### src/rtl/dma_burst_engine.sv
// dma_burst_engine: runs one {opcode,addr} command at a time, moving READ bursts from memory into FIFO1
// and WRITE bursts from FIFO2 out to memory over a valid/ready port with separate read/write channels.
// Ports:
//   i_clk, i_rst_n                      clock; asynchronous reset, active-high (asserted = 1)
//   i_cmd_valid/o_cmd_ready/i_cmd_data  command handshake, data = {opcode, addr}; accepted only in IDLE
//   o_mem_ar*, i_mem_arready            read request (address, length = RD_BEATS-1)
//   i_mem_rvalid/o_mem_rready/i_mem_rdata  read beats
//   o_mem_aw*, i_mem_awready            write request (address, length = WR_BEATS-1)
//   o_mem_wvalid/i_mem_wready/o_mem_wdata/o_mem_wlast  write beats
//   o_fifo1_din/o_fifo1_wr_en/i_fifo1_full  FIFO1 push side (read data towards the AP)
//   i_fifo2_dout/o_fifo2_rd_en/i_fifo2_empty  FIFO2 pop side, first-word-fall-through (write data from the AP)
//   o_busy, o_done, o_err_op            not-idle flag, burst-complete pulse, illegal-opcode pulse
module dma_burst_engine #(
    parameter int ISA      = 2,
    parameter int ADDR     = 32,
    parameter int BITLEN   = 64,
    parameter int RD_BEATS = 8,
    parameter int WR_BEATS = 16
) (
    input  logic                  i_clk,
    input  logic                  i_rst_n,
    input  logic                  i_cmd_valid,
    output logic                  o_cmd_ready,
    input  logic [ISA+ADDR-1:0]   i_cmd_data,
    output logic                  o_mem_arvalid,
    input  logic                  i_mem_arready,
    output logic [ADDR-1:0]       o_mem_araddr,
    output logic [7:0]            o_mem_arlen,
    input  logic                  i_mem_rvalid,
    output logic                  o_mem_rready,
    input  logic [BITLEN-1:0]     i_mem_rdata,
    output logic                  o_mem_awvalid,
    input  logic                  i_mem_awready,
    output logic [ADDR-1:0]       o_mem_awaddr,
    output logic [7:0]            o_mem_awlen,
    output logic                  o_mem_wvalid,
    input  logic                  i_mem_wready,
    output logic [BITLEN-1:0]     o_mem_wdata,
    output logic                  o_mem_wlast,
    output logic [BITLEN-1:0]     o_fifo1_din,
    output logic                  o_fifo1_wr_en,
    input  logic                  i_fifo1_full,
    input  logic [BITLEN-1:0]     i_fifo2_dout,
    output logic                  o_fifo2_rd_en,
    input  logic                  i_fifo2_empty,
    output logic                  o_busy,
    output logic                  o_done,
    output logic                  o_err_op
);
    typedef enum logic [2:0] {IDLE, RD_ADDR, RD_DATA, WR_ADDR, WR_DATA} state_t;

    localparam logic [ISA-1:0] OP_RD   = ISA'(1);
    localparam logic [ISA-1:0] OP_WR   = ISA'(2);
    localparam logic [7:0]     RD_LAST = 8'(RD_BEATS - 1);
    localparam logic [7:0]     WR_LAST = 8'(WR_BEATS - 1);

    state_t          r_state, w_state_nxt;
    logic [7:0]      r_beat_cnt, w_beat_nxt;
    logic            r_arvalid, w_arvalid_nxt;
    logic            r_awvalid, w_awvalid_nxt;
    logic [ADDR-1:0] r_araddr, w_araddr_nxt;
    logic [ADDR-1:0] r_awaddr, w_awaddr_nxt;
    logic            r_done, w_done_nxt;
    logic            r_err_op, w_err_nxt;

    logic [ISA-1:0]  w_op;
    logic [ADDR-1:0] w_addr;
    logic            w_rd_beat;
    logic            w_wr_beat;

    assign w_op      = i_cmd_data[ISA+ADDR-1:ADDR];
    assign w_addr    = i_cmd_data[ADDR-1:0];
    // rready is withheld while FIFO1 is full, so a read beat can never be pushed into a full FIFO
    assign w_rd_beat = (r_state == RD_DATA) && i_mem_rvalid && !i_fifo1_full;
    // FIFO2 pops only on an accepted write beat, keeping FIFO and memory in lock-step
    assign w_wr_beat = (r_state == WR_DATA) && !i_fifo2_empty && i_mem_wready;

    always_ff @(posedge i_clk or posedge i_rst_n) begin
        if (i_rst_n) begin
            r_state    <= IDLE;
            r_beat_cnt <= '0;
            r_arvalid  <= 1'b0;
            r_awvalid  <= 1'b0;
            r_araddr   <= '0;
            r_awaddr   <= '0;
            r_done     <= 1'b0;
            r_err_op   <= 1'b0;
        end else begin
            r_state    <= w_state_nxt;
            r_beat_cnt <= w_beat_nxt;
            r_arvalid  <= w_arvalid_nxt;
            r_awvalid  <= w_awvalid_nxt;
            r_araddr   <= w_araddr_nxt;
            r_awaddr   <= w_awaddr_nxt;
            r_done     <= w_done_nxt;
            r_err_op   <= w_err_nxt;
        end
    end

    always_comb begin
        w_state_nxt   = r_state;
        w_beat_nxt    = r_beat_cnt;
        w_arvalid_nxt = r_arvalid;
        w_awvalid_nxt = r_awvalid;
        w_araddr_nxt  = r_araddr;
        w_awaddr_nxt  = r_awaddr;
        w_done_nxt    = 1'b0;
        w_err_nxt     = 1'b0;
        case (r_state)
            IDLE: begin
                if (i_cmd_valid) begin
                    if (w_op == OP_RD) begin
                        w_state_nxt   = RD_ADDR;
                        w_arvalid_nxt = 1'b1;
                        w_araddr_nxt  = w_addr;
                    end else if (w_op == OP_WR) begin
                        w_state_nxt   = WR_ADDR;
                        w_awvalid_nxt = 1'b1;
                        w_awaddr_nxt  = w_addr;
                    end else begin
                        w_err_nxt = 1'b1;
                    end
                end
            end
            RD_ADDR: begin
                if (i_mem_arready) begin
                    w_arvalid_nxt = 1'b0;
                    w_beat_nxt    = '0;
                    w_state_nxt   = RD_DATA;
                end
            end
            RD_DATA: begin
                if (w_rd_beat) begin
                    w_beat_nxt = r_beat_cnt + 8'd1;
                    if (r_beat_cnt == RD_LAST) begin
                        w_beat_nxt  = '0;
                        w_state_nxt = IDLE;
                        w_done_nxt  = 1'b1;
                    end
                end
            end
            WR_ADDR: begin
                if (i_mem_awready) begin
                    w_awvalid_nxt = 1'b0;
                    w_beat_nxt    = '0;
                    w_state_nxt   = WR_DATA;
                end
            end
            WR_DATA: begin
                if (w_wr_beat) begin
                    w_beat_nxt = r_beat_cnt + 8'd1;
                    if (r_beat_cnt == WR_LAST) begin
                        w_beat_nxt  = '0;
                        w_state_nxt = IDLE;
                        w_done_nxt  = 1'b1;
                    end
                end
            end
            default: w_state_nxt = IDLE;
        endcase
    end

    assign o_cmd_ready   = (r_state == IDLE);
    assign o_busy        = (r_state != IDLE);
    assign o_mem_arvalid = r_arvalid;
    assign o_mem_araddr  = r_araddr;
    assign o_mem_arlen   = RD_LAST;
    assign o_mem_awvalid = r_awvalid;
    assign o_mem_awaddr  = r_awaddr;
    assign o_mem_awlen   = WR_LAST;
    assign o_mem_rready  = (r_state == RD_DATA) && !i_fifo1_full;
    assign o_fifo1_wr_en = w_rd_beat;
    assign o_fifo1_din   = i_mem_rdata;
    assign o_mem_wvalid  = (r_state == WR_DATA) && !i_fifo2_empty;
    assign o_mem_wdata   = i_fifo2_dout;
    assign o_mem_wlast   = o_mem_wvalid && (r_beat_cnt == WR_LAST);
    assign o_fifo2_rd_en = w_wr_beat;
    assign o_done        = r_done;
    assign o_err_op      = r_err_op;
endmodule

### config.mk
export PLATFORM = sky130hd
export DESIGN_NAME = dma_burst_engine
export DESIGN_NICKNAME = d
export VERILOG_FILES = /design/src/rtl/dma_burst_engine.sv
export SDC_FILE = /design/constraint.sdc
export NUM_CORES = 1
export LEC_CHECK = 0
export ABC_CLOCK_PERIOD_IN_PS = 7000
export CAP_MARGIN = 20
export CORE_AREA = 2 2 152 154
export DETAILED_ROUTE_END_ITERATION = 10
export DIE_AREA = 0 0 154 156
export GPL_ROUTABILITY_DRIVEN = 1
export PLACE_DENSITY = 0.54
export SLEW_MARGIN = 15
export SYNTH_ARGS = -nofsm -noshare
export SYNTH_HDL_FRONTEND = slang
export SYNTH_SLANG_ARGS = --single-unit
### constraint.sdc
create_clock -name i_clk -period 7 [get_ports i_clk]
set_input_delay 1.4 -clock i_clk [delete_from_list [all_inputs] [get_ports i_clk]]
set_output_delay 1.4 -clock i_clk [all_outputs]
set_load 0.1 [all_outputs]
==> results of run 1 <==
-- state kept, by name, summed over array words and instances, names as in the netlist --
signal and flops:
o_done 1, o_err_op 1, o_mem_araddr 32, o_mem_arvalid 1, o_mem_awaddr 32, o_mem_awvalid 1, r_beat_cnt 8, r_state 3
-- worst reg2reg max path: cells and delay by family (launching register included) --
kind                   cells  cell delay (ns)
AND/OR/NAND/NOR            2             1.20
multiplexers               1             0.63
flip-flops                 1             0.50
buffers and inverters      1             0.11
-- path summary, 6_finish.rpt --
path                               endpoint  cells past startpoint
max in group asynchronous   o_mem_araddr[2]                      3
max reg2reg                o_mem_awaddr[27]                      4
min reg2reg                o_mem_araddr[31]                      1
min                        o_mem_araddr[31]                      1
max                             o_mem_wlast                      5
min in group asynchronous  o_mem_awaddr[10]                      2
-- layer usage --
layer  vias up  track usage  share of wire
met5         -            0              0
met1      1278       0.0955           0.37
met4         0       0.0498          0.028
li1       1117            -              -
met2       175        0.148           0.48
met3        31       0.0561           0.12
-- final cells by class --
| cell class | count | area, µm² | area share |
|---|---|---|---|
| Sequential cell | 79 | 1980 | 0.374 |
| Timing Repair Buffer | 119 | 1200 | 0.227 |
| Inverter | 6 | 25.0 | 0.00473 |
| Antenna cell | 1 | 2.50 | 0.000473 |
| Multi-Input combinational cell | 158 | 1450 | 0.274 |
| Clock inverter | 6 | 42.5 | 0.00804 |
| Clock buffer | 10 | 239 | 0.0452 |
| Tap cell | 285 | 357 | 0.0674 |
-- placed cells by master (no fill, tap or decap), drive strengths merged, types with 5 or more instances in the layout --
master         instances
nor3                   8
mux2                  66
clkdlybuf4s50        117
nand3                  5
dfrtp                 79
nand2                  7
nor2                   8
conb                  16
clkbuf                10
inv                    6
-- logic make-up (layout without fill, tap and decap cells) --
group           count (synthesis)  in the layout  synth area share
compound gates                 22             22            0.0385
xor+xnor                        2              2           0.00385
fa+ha+maj                       3              3           0.00824
buf+inv                       161            141             0.261
flops                          79             79             0.434
mux                            66             66             0.187
other cells                     2             17           0.00165
simple gates                   49             49            0.0660
-- through the flow --
| stage | utilization | instances | setup slack, ns | instance area [µm²] | hold WS, ns |
|---|---|---|---|---|---|
| after floorplan | - | 398 | 1.00 | 4610 | 0.500 |
| after global placement | 0.223 | 646 | 1.92 | 4990 | 0.488 |
| after detailed placement | 0.223 | 646 | 1.94 | 4990 | 0.493 |
| after CTS | 0.236 | 662 | 1.92 | 5270 | 0.510 |
| after global routing | 0.236 | 663 | 1.85 | 5290 | 0.520 |
| final | 0.237 | 664 | 1.99 | 5290 | 0.504 |
==> impl_results.md, run 1 <==
* Synth-to-Final Area Change at 16.2%
* Worst setup EP type: primary output
* Critical Path Start: i_fifo2_empty
* Die H at 156 µm
* Period Utilization, post-route at 0.716
* WL/cell at 17.1 µm
* Vias in the first global route at 2808
* CTS H-Tree Depth at 3
* # hold bufs at CTS at 0
* CTS buffer count at 9
* Post-synth top area share at 0.434
* Placer congestion estimate at roughly 0.7
* Clk_lat worst skew at 0.35 ns
* Overflow after GRT at 0
* Slew @ Worst Pin at between 1 and 1.5 ns
* Die area at around 24000 µm²
* Critical path type: in2out
* Syn Std Cell Area at around 4600 µm²
* Vias post-DR at 2601
* Top post-synthesis cells by count: buf_4, dfrtp_1, mux2_2, mux2_4
* Post-CTS setup repair buffer count at 0
* Fin crit period at 5.01 ns
* Layout cell share with drive strength beyond 1 at 0.241
* Worst EP arrival at about 3.6 ns
* Clock tree from TritonCTS: built
* Synth warn at 0
* Final Skew at just under 0.01 ns
* Worst hold path startpoint: o_mem_araddr[31]
* Unrepaired setup endpoints after global routing: false
* Post-synth EDFFs at 0
* Critical Path RT at between 5 and 6 ns
* Final setup violation count at 0
* Worst slew margin at 0.297
* DP Wirelength at 8250 µm
* Critical path's slowest cell: clkdlybuf4s50_1
* Count of different cell masters after synthesis at 45
* Cell Chain, Critical Path: clkdlybuf4s50_1, nor2_1, nand2_1, nor4_2, clkdlybuf4s50_1
* CTS clk-pin slew, worst paths at roughly 0.060 ns
* Post-synth top flop: dfrtp_1
* Global-route wire length before repair at 16800 µm
* Critical path buffers and inverters at 2
* Final hold viol count at 0
* Initial Util at 0.204
* Final wirelength at between 10000 and 15000 µm
* Most frequent cell after synthesis: buf_4
* Status: completed
* Initial DRC Count at ~120
* Core area at between 20000 and 25000 µm²
* Max Fclk at approximately 200 MHz
* Filler cells at 2340
* Final setup TNS at 0 ns
* Max-Cap Viols at 0
* Initial antenna violation count at 1
* Worst Hold Class: reg2reg
* Die X-Extent at approximately 150 µm
* Total track usage at 0.0929
* #FFs+latches synth at between 70 and 80
* I/O pins at 390
* Syn avg cell area at roughly 12 µm²
* Syn Inst Count at about 380
* Worst stage delay on the critical path at ~1.2 ns
* CP dominant cell by count: clkdlybuf4s50_1
* Max Slew Vio Count at 0
* IO buf count at about 120
* Residual DRC at 0
* Reg-to-reg startpoint: r_state[1]
* CP max FO at 4
* Vias per cell at 3.92
* Asr flop ratio synth at 1.00
* CTS-repair resized insts at 0
* R2r setup slk at between 4 and 5 ns
* Clock root cell: clkbuf_16
* Largest net degree at the start of global routing at 52
* Clock tree buffer depth at 2
* Layout Nets at between 500 and 600
* Sink Count at 79
* CP startpoint kind: primary input
* Yosys top cell by area: dfrtp_1
* Register area share after synthesis at 0.434
* Synth area leaders: dfrtp_1, buf_4, mux2_4
* DRT antenna net count at 0
* Row count at between 50 and 60
* 1st-pass router iterations at 4
* CP top delay family: buffers and inverters
Power of run 1 is not shown: default switching activity piles up to over one toggle a cycle in this logic, so the estimate is an artifact.
==> run 2: changes to the inputs <==
==> config.mk (replaced) <==
export PLATFORM = sky130hd
export DESIGN_NAME = dma_burst_engine
export DESIGN_NICKNAME = d
export VERILOG_FILES = /design/src/rtl/dma_burst_engine.sv
export SDC_FILE = /design/constraint.sdc
export NUM_CORES = 1
export LEC_CHECK = 0
export ABC_CLOCK_PERIOD_IN_PS = 5200
export CAP_MARGIN = 20
export CORE_AREA = 2 2 150 152
export DETAILED_ROUTE_END_ITERATION = 10
export DIE_AREA = 0 0 152 154
export GPL_ROUTABILITY_DRIVEN = 1
export PLACE_DENSITY = 0.55
export SLEW_MARGIN = 15
export SYNTH_ARGS = -nofsm -noshare
export SYNTH_HDL_FRONTEND = slang
export SYNTH_SLANG_ARGS = --single-unit
==> constraint.sdc (replaced) <==
create_clock -name i_clk -period 5.2 [get_ports i_clk]
set_input_delay 1.04 -clock i_clk [delete_from_list [all_inputs] [get_ports i_clk]]
set_output_delay 1.04 -clock i_clk [all_outputs]
set_load 0.1 [all_outputs]
==> run 2 against run 1 <==
- global-route usage is 0.12 points higher
- sequential share of layout area about the same
- flip-flop and latch count is the same
- register-to-register slack worse by 1.7 ns
- via count is 0.81% lower
- die area is 2.6% lower
- critical path depth fell by 2
- largest cell class unchanged
==> impl_results.md, run 2 (synthesized netlist as in run 1, its figures left out) <==
* Row count at 54 (was 55)
* Total track usage at 0.0941 (was 0.0929)
* Commonest non-fill, non-tap cells in the layout: clkdlybuf4s50_1, dfrtp_1, mux2_2 (unchanged)
* Multi-input gate area at 1460 µm² (was 1450 µm²)
* Synth-to-Final Area Change at 16.1% (was 16.2%)
* Gr busiest metal: met2 (unchanged)
* Clk_lat worst skew at 0.33 ns (was 0.35 ns)
* Overflow after GRT at 0 (unchanged)
* Die X-Extent at 152 µm (was 154 µm)
* # hold bufs at CTS at 0 (unchanged)
* Sink Count at 79 (unchanged)
* Slew @ Worst Pin at 1.04 ns (was 1.05 ns)
* Vias per cell at 3.92 (about the same)
* Critical path's slowest cell: clkdlybuf4s50_1 (unchanged)
* Core area at 21700 µm² (was 22400 µm²)
* Post-CTS setup repair buffer count at 0 (unchanged)
* CTS clk-pin slew, worst paths at 0.07 ns (was 0.06 ns)
* Final wirelength at 11300 µm (about the same)
* Max Fclk at 277 MHz
* Clock tree from TritonCTS: built (unchanged)
* Layout Nets at 547 (unchanged)
* DP Wirelength at 8560 µm (was 8250 µm)
* Inserted Diodes at 0 (was 1)
* Max-Cap Viols at 0 (unchanged)
* Residual DRC at 0 (unchanged)
* CTS-repair resized insts at 0 (unchanged)
* Initial antenna violation count at 0 (was 1)
* Grt met3 use at 0.0505 (was 0.0561)
* IO buf count at 117 (unchanged)
* Critical Path RT at 4.16 ns (was 5.60 ns)
* Status: completed (unchanged)
* I/O pins at 390 (unchanged)
* Initial Util at 0.210 (was 0.204)
* Largest net degree at the start of global routing at 43 (was 52)
* Vias post-DR at 2580 (was 2601)
* CP top delay family: buffers and inverters (unchanged)
* Worst slew margin at 0.303 (was 0.297)
* Global-route wire length before repair at 17000 µm (was 16800 µm)
* Worst Hold Class: reg2reg (unchanged)
* Final hold viol count at 0 (unchanged)
* Die area at 23400 µm² (was 24000 µm²)
* GR Util met1 at 0.105 (was 0.0955)
* Critical path buffers and inverters at 2 (unchanged)
* CTS buffer count at 9 (unchanged)
* Filler cells at 2278 (was 2340)
* Placer congestion estimate at 0.683 (was 0.706)
* Smallest hold slack at 0.504 ns (about the same)
* Final Skew at 0.00918 ns (was 0.00971 ns)
* Die H at 154 µm (was 156 µm)
* Period Utilization, post-route at 0.693
* Final setup TNS at 0 ns (unchanged)
* Reg area at 1980 µm² (unchanged)
* Clock root cell: clkbuf_16 (unchanged)
* Vias in the first global route at 2811 (was 2808)
* Cell Chain, Critical Path: or3_4, clkinv_2, clkdlybuf4s50_1 (was clkdlybuf4s50_1, nor2_1, nand2_1, nor4_2, clkdlybuf4s50_1)
* Clock tree buffer depth at 2 (unchanged)
* Unrepaired setup endpoints after global routing: false (unchanged)
* Dpl cells at 641 (was 646)
* Grt met2 use at 0.147 (was 0.148)
* Initial DRC Count at 60 (was 119)
* PnR worst setup slack at 1.60 ns (was 1.99 ns)
* Worst setup EP type: primary output (unchanged)
* CP max FO at 12 (was 4)
* R2r setup slk at 2.72 ns (was 4.44 ns)
* Post-Place Worst Slack at 1.68 ns (was 1.94 ns)
* Layout cell share with drive strength beyond 1 at 0.251 (was 0.241)
* CP startpoint kind: register (was primary input)
* Final setup violation count at 0 (unchanged)
* Max Slew Vio Count at 0 (unchanged)
* DRT antenna net count at 0 (unchanged)
* Non-Filler Instances at 658 (was 664)
* Worst stage delay on the critical path at 1.17 ns (was 1.18 ns)
* Critical path type: reg2out (was in2out)
* 1st-pass router iterations at 4 (unchanged)
* Fin crit period at 3.60 ns
* WL/cell at 17.2 µm (was 17.1 µm)
* Most common cell after layout, fill and taps aside: clkdlybuf4s50_1 (unchanged)
* CTS H-Tree Depth at 3 (unchanged)
* Worst EP arrival at 2.56 ns (was 3.61 ns)
[run 2: cell types whose count changed in the layout (fill, tap and decap cells not counted), moves of 2 or more]
cell	previous run	this run
clkdlybuf4s50_1	117	112
buf_4	1	6
clkinv_2	4	2
clkinv_4	0	2
[run 2: layout make-up]
class	instances	area share
clock buffer	10	0.0433
clock inverter	6	0.00994
inverter	6	0.00473
multi-input combinational	158	0.276
sequential	79	0.374
tap	280	0.0663
timing repair buffer	119	0.226
[run 2: worst paths after layout]
kind,start,end,depth (start not counted)
worst max register to register,r_state[1],o_mem_awaddr[18],4
min in group asynchronous,i_rst_n,o_mem_araddr[16],2
worst min-delay path,o_mem_araddr[14],o_mem_araddr[14],1
max in group asynchronous,i_rst_n,o_mem_awaddr[23],3
worst max-delay path,r_state[1],o_cmd_ready,3
worst min register to register,o_mem_araddr[14],o_mem_araddr[14],1
[run 2: routing by layer]
layer,wire (µm),part of all wire
met4,312,0.028
met1,4390,0.39
met2,5370,0.47
met3,1260,0.11
met5,0,0
[run 2: stage by stage]
step	cell area, µm²	utilization
after CTS	5260	0.242
after floorplan	4620	-
final	5290	0.244
after global routing	5290	0.244
after global placement	4980	0.229
after detailed placement	4980	0.229
Power of run 2 is left out for the same reason.
==> run 3: changes to the inputs <==
--- a/config.mk
+++ b/config.mk
@@ -5,7 +5,7 @@
 export SDC_FILE = /design/constraint.sdc
 export NUM_CORES = 1
 export LEC_CHECK = 0
-export ABC_CLOCK_PERIOD_IN_PS = 5200
+export ABC_CLOCK_PERIOD_IN_PS = 3700
 export CAP_MARGIN = 20
 export CORE_AREA = 2 2 150 152
 export DETAILED_ROUTE_END_ITERATION = 10
==> constraint.sdc (replaced) <==
create_clock -name i_clk -period 3.7 [get_ports i_clk]
set_input_delay 0.74 -clock i_clk [delete_from_list [all_inputs] [get_ports i_clk]]
set_output_delay 0.74 -clock i_clk [all_outputs]
set_load 0.1 [all_outputs]
==> run 3 against run 2 <==
- flip-flop and latch count did not move
- hold slack improved by 0.00076 ns
- via count fell by 0.27%
- cell count rose by 0.61%
- first-iteration DRC count rose by 150%
- critical path type unchanged
- wire length rose by 2.3%
- clock-buffer cell count did not move
- die area did not move
- register-to-register slack got worse by 1.4 ns
- global-route usage rose by 0.36 points
- setup slack got worse by 0.73 ns
- utilization rose by 0.15 points
==> impl_results.md, run 3 (synthesized netlist as in run 1, its figures left out) <==
* Critical path type: reg2out (unchanged)
* Layout cell share with drive strength beyond 1 at 0.270 (was 0.251)
* # hold bufs at CTS at 0 (unchanged)
* Worst slew margin at 0.299 (was 0.303)
* DP Wirelength at 9170 µm (was 8560 µm)
* Die X-Extent at 152 µm (unchanged)
* Commonest non-fill, non-tap cells in the layout: clkdlybuf4s50_1, dfrtp_1, mux2_2 (unchanged)
* Max Fclk at 353 MHz
* Clock tree buffer depth at 2 (unchanged)
* CTS-repair resized insts at 0 (unchanged)
* CP startpoint kind: register (unchanged)
* Residual DRC at 0 (unchanged)
* Post-CTS setup repair buffer count at 0 (unchanged)
* Status: completed (unchanged)
* I/O pins at 390 (unchanged)
* R2r setup slk at 1.33 ns (was 2.72 ns)
* Vias per cell at 3.89 (was 3.92)
* Max-Cap Viols at 0 (unchanged)
* Critical path's slowest cell: dfrtp_1 (was clkdlybuf4s50_1)
* Cells on worst reg2reg path at 5 (was 4)
* CTS clk-pin slew, worst paths at 0.06 ns (was 0.07 ns)
* Final setup TNS at 0 ns (unchanged)
* Cell Chain, Critical Path: or3b_1, nor2_4, nand2_1, nor4_4, buf_12 (was or3_4, clkinv_2, clkdlybuf4s50_1)
* Vias in the first global route at 2868 (was 2811)
* WL/cell at 17.5 µm (was 17.2 µm)
* Sink Count at 79 (unchanged)
* CTS buffer count at 9 (unchanged)
* Period Utilization, post-route at 0.766
* Worst hold path startpoint: o_mem_araddr[31] (was o_mem_araddr[14])
* Die area at 23400 µm² (unchanged)
* Initial DRC Count at 148 (was 60)
* Worst stage delay on the critical path at 0.51 ns (was 1.17 ns)
* Max Slew Vio Count at 0 (unchanged)
* Critical Path Start: r_state[1] (unchanged)
* Hold depth at 1 (unchanged)
* Layout Nets at 550 (was 547)
* Fin crit period at approximately 2.8 ns
* Worst setup EP type: primary output (unchanged)
* Reg-to-reg startpoint: r_state[1] (unchanged)
* Vias post-DR at 2573 (was 2580)
* Clock tree from TritonCTS: built (unchanged)
* Worst Hold Class: reg2reg (unchanged)
* Die H at 154 µm (unchanged)
* CTS H-Tree Depth at 3 (unchanged)
* 1st-pass router iterations at 4 (unchanged)
* Row count at 54 (unchanged)
* Final wirelength at 11600 µm (was 11300 µm)
* IO buf count at 117 (unchanged)
* Initial antenna violation count at 1 (was 0)
* Final setup violation count at 0 (unchanged)
* Final hold viol count at 0 (unchanged)
* Overflow after GRT at 0 (unchanged)
* Initial Util at 0.210 (unchanged)
* Unrepaired setup endpoints after global routing: false (unchanged)
* DRT antenna net count at 0 (unchanged)
* Total track usage at 0.0977 (was 0.0941)
* Worst EP arrival at 2.09 ns (was 2.56 ns)
* Core area at 21700 µm² (unchanged)
* Placer congestion estimate at 0.753 (was 0.683)
* Largest net degree at the start of global routing at 38 (was 43)
* Clk_lat worst skew at 0.34 ns (was 0.33 ns)
* Final Skew at 0.00590 ns (was 0.00918 ns)
* Synth-to-Final Area Change at 16.8% (was 16.1%)
* Critical Path RT at 2.96 ns (was 4.16 ns)
* Global-route wire length before repair at 17500 µm (was 17000 µm)
* CP max FO at 12 (unchanged)
* Slew @ Worst Pin at 1.05 ns (was 1.04 ns)
* Most common cell after layout, fill and taps aside: clkdlybuf4s50_1 (unchanged)
* Clock root cell: clkbuf_16 (unchanged)
## run 3: worst paths after layout
check                              endpoint
max                             o_mem_wlast
min                        o_mem_araddr[31]
max reg2reg                 o_mem_awaddr[7]
min reg2reg                o_mem_araddr[31]
max in group asynchronous  o_mem_awaddr[18]
min in group asynchronous   o_mem_araddr[1]
## run 3: per-layer routing
metal | GRT usage | vias up | part of all wire
li1 | - | 1119 | -
met1 | 0.100 | 1222 | 0.36
met2 | 0.161 | 179 | 0.49
met3 | 0.0488 | 53 | 0.11
met4 | 0.0579 | 0 | 0.037
met5 | 0.00207 | - | 0
## run 3: area by class of cell
class	instances	area (µm²)
sequential	79	1980
antenna	1	2.50
clock buffer	10	229
multi-input combinational	158	1470
fill	2248	16400
clock inverter	6	70.1
tap	280	350
inverter	6	25.0
timing repair buffer	122	1200
## run 3: metrics by stage
stage	setup WS (ns)	area, µm²	hold slack [ns]	util	instances
2_1_floorplan	0.250	4630	0.500	-	398
5_1_grt	0.737	5320	0.523	0.245	661
6_report	0.865	5320	0.505	0.245	662
3_3_place_gp	0.837	5020	0.488	0.231	645
3_5_place_dp	0.801	5020	0.492	0.231	645
4_1_cts	0.820	5320	0.506	0.245	661
## run 3: critical path: cells and delay by family, from the launching register on
family                 cells  cell delay (ns)
buffers and inverters      1             0.21
flip-flops                 1             0.51
AND/OR/NAND/NOR            4             1.02
Power of run 3 is left out for the same reason.
